## config.mk

```make
export PLATFORM = sky130hd
export DESIGN_NAME = ppu_bg_fetcher
export DESIGN_NICKNAME = d
export VERILOG_FILES = /design/src/rtl/ppu_bg_fetcher.sv
export SDC_FILE = /design/constraint.sdc
export NUM_CORES = 1
export LEC_CHECK = 0
export BUFFER_PORTS_ARGS = -buffer_cell sky130_fd_sc_hd__buf_2
export CAP_MARGIN = 20
export CELL_PAD_IN_SITES_DETAIL_PLACEMENT = 1
export CELL_PAD_IN_SITES_GLOBAL_PLACEMENT = 1
export CORE_MARGIN = 2
export CORE_UTILIZATION = 41
export DETAILED_ROUTE_END_ITERATION = 8
export PLACE_DENSITY_LB_ADDON = 0.05
export SYNTH_ARGS = -nofsm -noshare
export SYNTH_HDL_FRONTEND = slang
export SYNTH_SLANG_ARGS = --single-unit
```

## constraint.sdc

```tcl
create_clock -name clk -period 4.5 [get_ports clk]
set_input_delay 1.35 -clock clk [delete_from_list [all_inputs] [get_ports clk]]
set_output_delay 1.35 -clock clk [all_outputs]
set_load 0.03 [all_outputs]
```

## src/rtl/ppu_bg_fetcher.sv

```systemverilog
// Background fetcher for mode 3: VRAM tile fetch, 8-pixel decode into a
// 16-entry pixel FIFO, and a 160-pixel-per-line output stream.
module ppu_bg_fetcher (
    input  logic        clk,
    input  logic        reset,
    input  logic        line_start,
    input  logic [7:0]  ly,
    input  logic [7:0]  scx,
    input  logic [7:0]  scy,
    input  logic        bg_ena,
    input  logic        bg_tile_map,
    input  logic        bg_win_tile_data,
    output logic        vram_rd,
    output logic [12:0] vram_addr,
    input  logic [7:0]  vram_data,
    output logic        pix_valid,
    output logic [1:0]  pix,
    output logic [7:0]  pix_x,
    output logic        line_done
);

    typedef enum logic [2:0] {
        IDLE, MAP_REQ, MAP_WAIT, LO_REQ, LO_WAIT, HI_REQ, HI_WAIT, PUSH
    } state_t;

    state_t      state_q, state_d;
    logic [4:0]  t_q, t_d;
    logic [7:0]  y_q, y_d;
    logic [4:0]  cx_q, cx_d;
    logic        ena_q, ena_d;
    logic        map_q, map_d;
    logic        tdata_q, tdata_d;
    logic [7:0]  tile_q, tile_d;
    logic [7:0]  lo_q, lo_d;
    logic [7:0]  hi_q, hi_d;
    logic [1:0]  fifo_q [16];
    logic [1:0]  fifo_d [16];
    logic [4:0]  cnt_q, cnt_d;
    logic [2:0]  disc_q, disc_d;
    logic [7:0]  x_q, x_d;
    logic        act_q, act_d;
    logic        pv_q, pv_d;
    logic [1:0]  pix_q, pix_d;
    logic [7:0]  px_q, px_d;
    logic        ld_q, ld_d;

    logic [4:0]  map_col;
    logic [12:0] map_addr;
    logic [12:0] tile_base;
    logic [12:0] lo_addr;
    logic        pop;
    logic        push;
    logic [4:0]  base;
    logic [3:0]  idx;

    assign map_col  = cx_q + t_q;
    assign map_addr = {2'b11, map_q, y_q[7:3], map_col};
    // 8800 mode: signed tile index around 0x1000, wrapping into 0x0800..0x17F0
    assign tile_base = tdata_q ? {1'b0, tile_q, 4'b0000}
                               : 13'h1000 + {tile_q[7], tile_q, 4'b0000};
    assign lo_addr  = tile_base | {9'b0, y_q[2:0], 1'b0};
    assign pop      = act_q && (cnt_q != 5'd0);
    assign push     = (state_q == PUSH) && (cnt_q <= 5'd8);
    assign base     = cnt_q - {4'b0, pop};

    always_comb begin
        state_d   = state_q;
        t_d       = t_q;
        y_d       = y_q;
        cx_d      = cx_q;
        ena_d     = ena_q;
        map_d     = map_q;
        tdata_d   = tdata_q;
        tile_d    = tile_q;
        lo_d      = lo_q;
        hi_d      = hi_q;
        fifo_d    = fifo_q;
        cnt_d     = base + (push ? 5'd8 : 5'd0);
        disc_d    = disc_q;
        x_d       = x_q;
        act_d     = act_q;
        pv_d      = 1'b0;
        pix_d     = pix_q;
        px_d      = px_q;
        ld_d      = pv_q && (px_q == 8'd159);
        vram_rd   = 1'b0;
        vram_addr = 13'h0;
        idx       = 4'h0;

        unique case (state_q)
            IDLE: ;
            MAP_REQ: begin
                vram_rd   = 1'b1;
                vram_addr = map_addr;
                state_d   = MAP_WAIT;
            end
            MAP_WAIT: begin
                tile_d  = vram_data;
                state_d = LO_REQ;
            end
            LO_REQ: begin
                vram_rd   = 1'b1;
                vram_addr = lo_addr;
                state_d   = LO_WAIT;
            end
            LO_WAIT: begin
                lo_d    = vram_data;
                state_d = HI_REQ;
            end
            HI_REQ: begin
                vram_rd   = 1'b1;
                vram_addr = lo_addr | 13'h1;
                state_d   = HI_WAIT;
            end
            HI_WAIT: begin
                hi_d    = vram_data;
                state_d = PUSH;
            end
            PUSH: begin
                if (push) begin
                    t_d     = t_q + 5'd1;
                    state_d = MAP_REQ;
                end
            end
        endcase

        if (pop) begin
            for (int i = 0; i < 15; i++) fifo_d[i] = fifo_q[i+1];
            fifo_d[15] = 2'b00;
        end
        if (push) begin
            for (int i = 0; i < 8; i++) begin
                idx         = base[3:0] + 4'(i);
                fifo_d[idx] = {hi_q[7-i], lo_q[7-i]};
            end
        end

        if (pop) begin
            if (disc_q != 3'd0) begin
                disc_d = disc_q - 3'd1;
            end else begin
                pv_d = 1'b1;
                pix_d = ena_q ? fifo_q[0] : 2'b00;
                px_d = x_q;
                x_d  = x_q + 8'd1;
                if (x_q == 8'd159) begin
                    act_d   = 1'b0;
                    state_d = IDLE;
                    cnt_d   = 5'd0;
                end
            end
        end

        if (line_start) begin
            y_d     = ly + scy;
            cx_d    = scx[7:3];
            disc_d  = scx[2:0];
            ena_d   = bg_ena;
            map_d   = bg_tile_map;
            tdata_d = bg_win_tile_data;
            t_d     = 5'd0;
            cnt_d   = 5'd0;
            x_d     = 8'd0;
            act_d   = 1'b1;
            pv_d    = 1'b0;
            state_d = MAP_REQ;
        end
    end

    always_ff @(posedge clk) begin
        if (reset) begin
            state_q <= IDLE;
            t_q     <= '0;
            y_q     <= '0;
            cx_q    <= '0;
            ena_q   <= 1'b0;
            map_q   <= 1'b0;
            tdata_q <= 1'b0;
            tile_q  <= '0;
            lo_q    <= '0;
            hi_q    <= '0;
            for (int i = 0; i < 16; i++) fifo_q[i] <= 2'b00;
            cnt_q   <= '0;
            disc_q  <= '0;
            x_q     <= '0;
            act_q   <= 1'b0;
            pv_q    <= 1'b0;
            pix_q   <= '0;
            px_q    <= '0;
            ld_q    <= 1'b0;
        end else begin
            state_q <= state_d;
            t_q     <= t_d;
            y_q     <= y_d;
            cx_q    <= cx_d;
            ena_q   <= ena_d;
            map_q   <= map_d;
            tdata_q <= tdata_d;
            tile_q  <= tile_d;
            lo_q    <= lo_d;
            hi_q    <= hi_d;
            fifo_q  <= fifo_d;
            cnt_q   <= cnt_d;
            disc_q  <= disc_d;
            x_q     <= x_d;
            act_q   <= act_d;
            pv_q    <= pv_d;
            pix_q   <= pix_d;
            px_q    <= px_d;
            ld_q    <= ld_d;
        end
    end

    assign pix_valid = pv_q;
    assign pix       = pix_q;
    assign pix_x     = px_q;
    assign line_done = ld_q;

endmodule

```

==> results of run 1 <==
power groups by stage:
stage / Sequential [uW] / Combinational [uW] / Clock (uW)
detailed placement: 1020 / 162 / 0
CTS: 997 / 163 / 860
finish: 996 / 161 / 845
floorplan: 1010 / 114 / 0
global route: 999 / 179 / 894
global placement: 1020 / 159 / 0
cell type report:
class                   instances  area [um^2]
fillers                      2535        10700
clock buffers                   9          225
inverters                      27          101
clock inverters                 7         72.6
flip-flops and latches        109         2180
repair buffers                131          826
diodes                          1         2.50
well taps                     270          338
multi-input cells             893         5790
metal layers:
| layer | vias to the layer above | share of wire (%) | routed length [um] | global-route usage [%] |
|---|---|---|---|---|
| met1 | 4798 | 38 | 16000 | 46.0 |
| met3 | 244 | 11 | 4530 | 10.0 |
| met4 | 0 | 8.1 | 3380 | 27.7 |
| met5 | - | 0 | 0 | 0 |
| li1 | 4337 | - | - | - |
| met2 | 663 | 43 | 18000 | 58.4 |
registers in the layout, summed over array words and instances, names as in the netlist, 3 cells and up, named ones only:
signal / count
cx_q: 5
t_q: 5
y_q: 8
x_q: 8
state_q: 3
hi_q: 8
fifo_q: 32
lo_q: 8
tile_q: 8
pix_x: 8
cnt_q: 4
disc_q: 3
tightest hold or removal path, stage by stage, from the launching register on:
cell	delay (ns)
dfxtp_1	0.32
nand2_1	0.05
a21oi_1	0.05
logic make-up (layout without fill, tap and decap cells):
logic type / Yosys count / count (layout) / synth area share, %
adder cells (fa/ha/maj): 24 / 24 / 3.73
buffers and inverters: 122 / 174 / 5.82
AO/OA/AOI/OAI: 367 / 367 / 30.1
AND/OR/NAND/NOR: 392 / 392 / 21.7
other: 0 / 1 / 0
multiplexers: 76 / 76 / 9.29
flip-flops: 109 / 109 / 25.8
XOR/XNOR: 34 / 34 / 3.53
placed cells by master (no fill, tap or decap), types with 10 or more instances in the layout:
cell and count:
nor2_1 146, dfxtp_1 109, nand2_1 94, a21oi_1 84, buf_4 68, buf_2 63
mux2i_1 57, o21ai_0 43, nand3_1 41, nor3_1 31, a221oi_1 27, a211oi_1 24
a31oi_1 23, inv_1 22, o22ai_1 22, ha_1 22, xnor2_1 19, mux2_2 19
nand4_1 18, a22oi_1 18, o211ai_1 17, nor2b_1 16, xor2_1 14, a2111oi_0 12
a311oi_1 10
metrics by stage:
step / hold slack, ns / std cells / power, uW / util [%] / worst slack, ns
detailed placement: 0.448 / 1430 / 1180 / 45.7 / 0.648
CTS: 0.459 / 1446 / 2020 / 47.1 / 0.612
finish: 0.457 / 1447 / 2000 / 47.2 / 0.489
global placement: 0.441 / 1429 / 1180 / 45.6 / 0.701
floorplan: 0.445 / 1124 / 1120 / - / 0.0423
global route: 0.477 / 1446 / 2070 / 47.1 / 0.241
synthesized netlist by cell type (9+ instances only):
library cell and instances:
a221oi_1 27, o22ai_1 22, xnor2_1 20, a221o_1 9, a22oi_1 18, inv_1 22, buf_1 9, nor2b_1 16
nand2_1 94, a211oi_1 24, ha_1 22, nor2_1 146, o211ai_1 17, dfxtp_1 109, a311oi_1 10, buf_2 9
mux2i_1 57, nor3_1 31, a31oi_1 23, nand3_1 41, mux2_2 19, clkbuf_1 74, nand4_1 18, a21oi_1 84
xor2_1 14, a2111oi_0 12, o21ai_0 43
final timing paths:
check	cells after the start	to	slack, ns
max	12	fifo_q[26]$_SDFF_PP0_	0.49
min	2	pix[0]$_SDFFE_PP0P_	0.46
max reg2reg	12	fifo_q[26]$_SDFF_PP0_	0.49
min reg2reg	2	pix[0]$_SDFFE_PP0P_	0.46
==> results.cfg, run 1 <==
[setup_path]
cp_top_family = compound AO/OA/AOI/OAI gates
cp_max_fo = 14
critical_path.max_stage_delay_ns = 0.78
path_class = flop to flop
worstPathArrival_ns = 4.28
crit_path_end_kind = flop
startpoint_type = flop
critPathBufInv = 2
crit_chain = nor4b_4, buf_4, o21ai_1, nand2_1, buf_4, ha_1, nand2_1, o31ai_1, nand3_1, a21oi_1, o31ai_1, a221oi_1
slowest_stage = ha_1
worst_ep_required_time_ns = 4.77

[power]
clkPwrFrac_pct = 42.2
p_int_uw = 1440
p_leak_uw = 0.00359
pwr-share-seq_pct = 49.8
p_per_area_nw_per_um2 = 210
p_sw_uw = 559
vdd_drop_max_mv = 0.164
swShare_pct = 27.9
p_comb_share_pct = 8.0

[die]
fp.dieW_um = 148
rows = 52
boundaryPins = 64
die_h_um = 148
core_region_area_um2 = 20200
start_util_pct = 41.7
die-area_um2 = 21800

[timing]
min_period_ns = 4.01
fin_setup_tns_ns = 0
grt_setup_unrepaired = no
drv_slew = 0
period_share_pct = 89.1
setup-violations-final = 0
skew_ns = 0.0138
max_freq_mhz = 249
tightest_slew_ns = 1.17
hold_viol = 0
max_slew_margin_pct = 21.5

[logic_synthesis]
synthTopCellsByArea = dfxtp_1 (26%), mux2i_1 (6.8%), nor2_1 (6.5%), a21oi_1 (5.0%), nand2_1 (4.2%)
ys_seq_elements = 109
netlist.top_cell.by_area = dfxtp_1
synth_area_um2 = 8450
synth.avg_cell_area_um2 = 7.51
synth_edf_count = 0
yosysSeqAreaShare_pct = 25.8
synth_flop_cell = dfxtp_1
synthArstFlopShare_pct = 0
yosysWarnings = 0
synth.distinct_cells = 72
synth_top_area_share_pct = 25.8
synthCells = 1124
synth_nets = 1186

[global_route]
grt_use_total_pct = 38.1
overflow = 0
grt_max_degree = 50
grt_pass1_wl_mm = 62.5
grt_pass1_vias = 9999
antenna_found_initial = 1

[finish]
stdcell_area_um2 = 9540
synthToLayoutAreaGrowth_pct = 13.0
nets = 1233
drive_gt1_share_pct = 15.5

[clocking]
clock_latency_ns = 0.37
cts_resized = 0
postCtsSetupRepairBufs = 0
htreeDepth = 3
clk_pin_slew_worst_paths_ns = 0.09
clock_sinks = 109
cts_buffer_depth = 2
holdBufCountCts = 0
cts_buffers = 9
tritoncts = done
root_buffer = clkbuf_16

[route]
drcViolationCount = 0
ant_nets = 0
drtIter0Drc = 999
wl_mm = 41.9
drtPass1Iterations = 5
detailroute.via_count = 10000
viasPerCell = 6.94
wl_per_cell_um = 28.9

[run]
maxCapViolCount = 0

[place]
hpwl_mm = 30.2
portBuffers = 63
placed_area_um2 = 9240
routabilityCongestion = 1.03

[status]
status = completed

[hold_path]
hold_path.class = flop to flop
holdCritStartpoint = pix[0]$_SDFFE_PP0P_
No activity file was read; power rests on OpenSTA's default activity.
==> inputs of run 2 (changes only) <==
- CORE_UTILIZATION: 41 -> 45
- clock period: 4.5 -> 3.95 ns (I/O delays scaled with it)
==> run 2 against run 1 <==
  * Setup slack worse by 0.35 ns
  * Hold slack hardly changed
  * Sequential power is 14% higher
  * Sequential share of layout area is 0.42 points lower
  * Critical path depth is 1 lower
  * Die area is 8.7% lower
  * Total power is 14% higher
  * Largest cell class unchanged
  * Largest power group unchanged
==> results.cfg, run 2 (synthesis gave the netlist of run 1 again) <==
[route]
viasPerCell = 7.16
wl_mm = 42.2
detailroute.via_count = 10200
drtPass1Iterations = 6
drcViolationCount = 0
drtIter0Drc = 1233
ant_nets = 0
wl_per_cell_um = 29.6

[finish]
synthToLayoutAreaGrowth_pct = 15.1
regMostFlops = fifo_q
drive_gt1_share_pct = 17.7
largest_reg_flops = 32
nets = 1252
final_common_cell = nor2_1
diodes = 0
num-fill-cells = 2357
layout_common_cells = nor2_1 (146), dfxtp_1 (109), nand2_1 (94)
fin_util_pct = 52.3

[die]
die-area_um2 = 19900
rows = 50
core_region_area_um2 = 18600
start_util_pct = 45.5
fp.dieW_um = 141
boundaryPins = 64
die_h_um = 141

[setup_path]
slowest_stage = o22ai_1
crit_chain = or3_1, o31ai_4, inv_1, ha_1, buf_4, nor2_1, nand3_1, o22ai_1, a222oi_1, nand2_1, a31oi_1
worst_ep_required_time_ns = 4.21
startpoint_type = flop
reg2reg_depth = 11
critical_path.max_stage_delay_ns = 0.60
r2r_slack_ns = 0.14
cp_top_family = simple AND/OR/NAND/NOR gates
endpoint = fifo_q[11]$_SDFF_PP0_
critPathBufInv = 2
crit_path_end_kind = flop
r2r-start = cnt_q[2]$_SDFF_PP0_
worstPathArrival_ns = 4.07
critPathLaunch = cnt_q[2]$_SDFF_PP0_
timing.rr.end = fifo_q[11]$_SDFF_PP0_
path_class = flop to flop
cp.depth = 11
cp_max_fo = 11

[clocking]
clock_latency_ns = 0.37
cts_buffer_depth = 2
cts_buffers = 9
clock_sinks = 109
tritoncts = done
cts_resized = 0
postCtsSetupRepairBufs = 0
root_buffer = clkbuf_16
htreeDepth = 3
holdBufCountCts = 0
clk_pin_slew_worst_paths_ns = 0.09

[timing]
setup-violations-final = 0
drv_slew = 0
min_period_ns = 3.81
tightest_slew_ns = 1.06
hold_viol = 0
fin_ws_ns = 0.136
max_freq_mhz = 262
period_share_pct = 96.6
grt_setup_unrepaired = yes
max_slew_margin_pct = 29.7
skew_ns = 0.0139

[place]
portBuffers = 63
dp_slack_ns = 0.126
routabilityCongestion = 1.05
hpwl_mm = 29.3

[global_route]
antenna_found_initial = 0
grt_pass1_vias = 10400
grt_use_total_pct = 42.3
grt_max_degree = 50
overflow = 0
grt_pass1_wl_mm = 63.6

[power]
vdd_drop_max_mv = 0.199
p_leak_uw = 0.00369
p_per_area_nw_per_um2 = 235

[hold_path]
hold_path.class = flop to flop

[run]
maxCapViolCount = 0

[status]
status = completed
[run 2: routing by layer]
metal | share of wire [%] | track usage, % | routed length [um] | up-vias
li1 | - | - | - | 4374
met1 | 38 | 50.0 | 15900 | 4938
met2 | 44 | 66.4 | 18400 | 692
met3 | 12 | 13.1 | 4900 | 228
met4 | 7.2 | 27.3 | 3050 | 0
met5 | 0 | 0 | 0 | -
[run 2: power by group]
group          internal, uW  leakage (uW)  switching [uW]  total (uW)
clock network           450      0.000144             509         959
logic                  79.0       0.00267             109         188
registers              1120      0.000883            18.4        1140
total                  1650       0.00369             636        2280
[run 2: worst min-delay path by stage]
stage / endpoint / depth (start not counted) / from
floorplan: pix_x[7]$_SDFFE_PP0P_ / 2 / x_q[7]$_SDFFE_PP0P_
global placement: pix[1]$_SDFFE_PP0P_ / 2 / pix[1]$_SDFFE_PP0P_
detailed placement: pix[0]$_SDFFE_PP0P_ / 2 / pix[0]$_SDFFE_PP0P_
CTS: pix[0]$_SDFFE_PP0P_ / 2 / pix[0]$_SDFFE_PP0P_
global route: pix[0]$_SDFFE_PP0P_ / 2 / pix[0]$_SDFFE_PP0P_
finish: pix[0]$_SDFFE_PP0P_ / 2 / pix[0]$_SDFFE_PP0P_
[run 2: per-stage QoR]
stage	cell area [um^2]	std cells	total power [uW]	setup TNS [ns]	hold slack (ns)
global route	9720	1429	2350	-0.0331	0.500
CTS	9670	1429	2290	0	0.461
floorplan	8500	1124	1280	0	0.445
finish	9720	1429	2280	0	0.457
detailed placement	9380	1413	1350	0	0.448
global placement	9380	1413	1340	0	0.440
[run 2: worst min-delay path, stage by stage, from the launching register on]
cell and delay, ns:
dfxtp_1 0.32, nand2_1 0.05, a21oi_1 0.05
[run 2: area by class of cell]
cell class | count | area [um^2] | share of cell area (%)
clock buffer | 10 | 229 | 2.36
clock inverter | 6 | 67.6 | 0.695
inverter | 27 | 101 | 1.04
multi-input combinational | 893 | 5860 | 60.3
sequential | 109 | 2180 | 22.5
tap | 234 | 293 | 3.01
timing repair buffer | 150 | 985 | 10.1
==> inputs of run 3 (changes only) <==
- REMOVE_ABC_BUFFERS: unset -> 1
- TNS_END_PERCENT: unset -> 50
==> run 3 against run 2 <==
  * Flip-flop and latch count is the same
  * Global-route usage is 0.76 points lower
  * Clock power grew 4.2%
  * Setup slack got worse by 0.0031 ns
  * Total power grew 1.8%
  * Critical path type unchanged
  * Critical endpoint is now fifo_q[19]$_SDFF_PP0_
==> results.cfg, run 3 (synthesis gave the netlist of run 1 again) <==
[route]
wl_mm = 41.7
drtIter0Drc = 1423
drtPass1Iterations = 6
drcViolationCount = 0
wl_per_cell_um = 29.0
viasPerCell = 7.21
detailroute.via_count = 10400
ant_nets = 0

[global_route]
grt_use_total_pct = 41.5
grt_max_degree = 50
grt_pass1_vias = 10100
grt_pass1_wl_mm = 62.6
overflow = 0
antenna_found_initial = 1

[die]
rows = 50
core_region_area_um2 = 18600
die_h_um = 141
start_util_pct = 45.5
fp.dieW_um = 141
boundaryPins = 64
die-area_um2 = 19900

[clocking]
tritoncts = done
cts_buffers = 9
clock_sinks = 109
htreeDepth = 3
root_buffer = clkbuf_16
postCtsSetupRepairBufs = 0
clock_latency_ns = 0.38
clk_pin_slew_worst_paths_ns = 0.10
cts_buffer_depth = 2

[hold_path]
hold_path_end = pix[1]$_SDFFE_PP0P_
whs_path_depth = 2
hold_path.class = flop to flop
holdCritStartpoint = pix[1]$_SDFFE_PP0P_

[timing]
period_share_pct = 96.6
fin_ws_ns = 0.133
tightest_slew_ns = 1.15
skew_ns = 0.0124
min_period_ns = 3.82
max_freq_mhz = 262
max_slew_margin_pct = 23.1
setup-violations-final = 0
drv_slew = 0
hold_viol = 0
grt_setup_unrepaired = yes
worst_hold_slack_ns = 0.464

[finish]
stdcell_area_um2 = 9750
drive_gt1_share_pct = 17.8
final_common_cell = nor2_1
fin_util_pct = 52.5
largest_reg_flops = 32
nets = 1259
regMostFlops = fifo_q
synthToLayoutAreaGrowth_pct = 15.5
layout_common_cells = nor2_1 (146), dfxtp_1 (109), nand2_1 (94)

[place]
placed_area_um2 = 9400
portBuffers = 63
dp_slack_ns = 0.0851
hpwl_mm = 30.1
routabilityCongestion = 1.09

[setup_path]
timing.rr.end = fifo_q[19]$_SDFF_PP0_
r2r_slack_ns = 0.13
cp_max_fo = 19
r2r-start = cnt_q[2]$_SDFF_PP0_
worstPathArrival_ns = 4.10
reg2reg_depth = 14
crit_path_end_kind = flop
worst_ep_required_time_ns = 4.23
path_class = flop to flop
startpoint_type = flop

[power]
p_per_area_nw_per_um2 = 238
finalPower_uw = 2320
vdd_drop_max_mv = 0.207
p_leak_uw = 0.00373

[status]
status = completed

[run]
maxCapViolCount = 0
-- run 3: changes by cell type in the layout (fill, tap and decap cells not counted), sizes merged --
cell    change
buf         +7
clkbuf      -1
clkinv      +1
diode       +1
-- run 3: repair_timing --
action,CTS,global route
hold buffers,0,0
resized for setup,0,10
setup endpoints to repair,0,17
-- run 3: where the power goes --
part | switching, uW | internal, uW | total (uW)
combinational | 109 | 78.5 | 188
clock | 540 | 459 | 999
sequential | 17.9 | 1120 | 1140
total | 667 | 1660 | 2320
-- run 3: worst max-delay path by stage --
stage | start | end | slack, ns | depth (start not counted)
final | cnt_q[2]$_SDFF_PP0_ | fifo_q[19]$_SDFF_PP0_ | 0.13 | 14
after global routing | cnt_q[2]$_SDFF_PP0_ | fifo_q[30]$_SDFF_PP0_ | -0.008 | 13
after CTS | cnt_q[2]$_SDFF_PP0_ | fifo_q[3]$_SDFF_PP0_ | 0.06 | 14
after detailed placement | cnt_q[2]$_SDFF_PP0_ | fifo_q[3]$_SDFF_PP0_ | 0.09 | 14
after global placement | cnt_q[2]$_SDFF_PP0_ | fifo_q[30]$_SDFF_PP0_ | 0.25 | 14
after floorplan | cnt_q[3]$_SDFF_PP0_ | fifo_q[2]$_SDFF_PP0_ | -3.30 | 14
-- run 3: stage by stage --
stage | TNS, ns | cells
after floorplan | -107.34 | 1029
after detailed placement | 0 | 1420
after global routing | -0.00837 | 1436
after global placement | 0 | 1420
after CTS | 0 | 1436
final | 0 | 1437
-- run 3: layout make-up --
class                      count  area, um^2
antenna                        1        2.50
clock buffer                   9         225
clock inverter                 7        86.3
fill                        2324        8830
inverter                      27         101
multi-input combinational    893        5830
sequential                   109        2180
tap                          234         293
timing repair buffer         157        1030
-- run 3: worst max-delay path, stage by stage (launching register included) --
cell and delay, ns:
dfxtp_1 0.32, or3_1 0.42, o31ai_4 0.21, inv_1 0.09, ha_1 0.21, xor2_2 0.17
buf_4 0.15, ha_1 0.27, or3_4 0.43, nand3_1 0.14, buf_4 0.31, nor3_1 0.15
o32ai_1 0.48, a211oi_1 0.16, a211oi_1 0.22
-- run 3: routing by layer --
metal  routed length, um  global-route usage [%]
met3                5040                    12.4
met5                   0                       0
met4                2980                    22.7
met2               17000                    60.7
met1               16700                    54.8
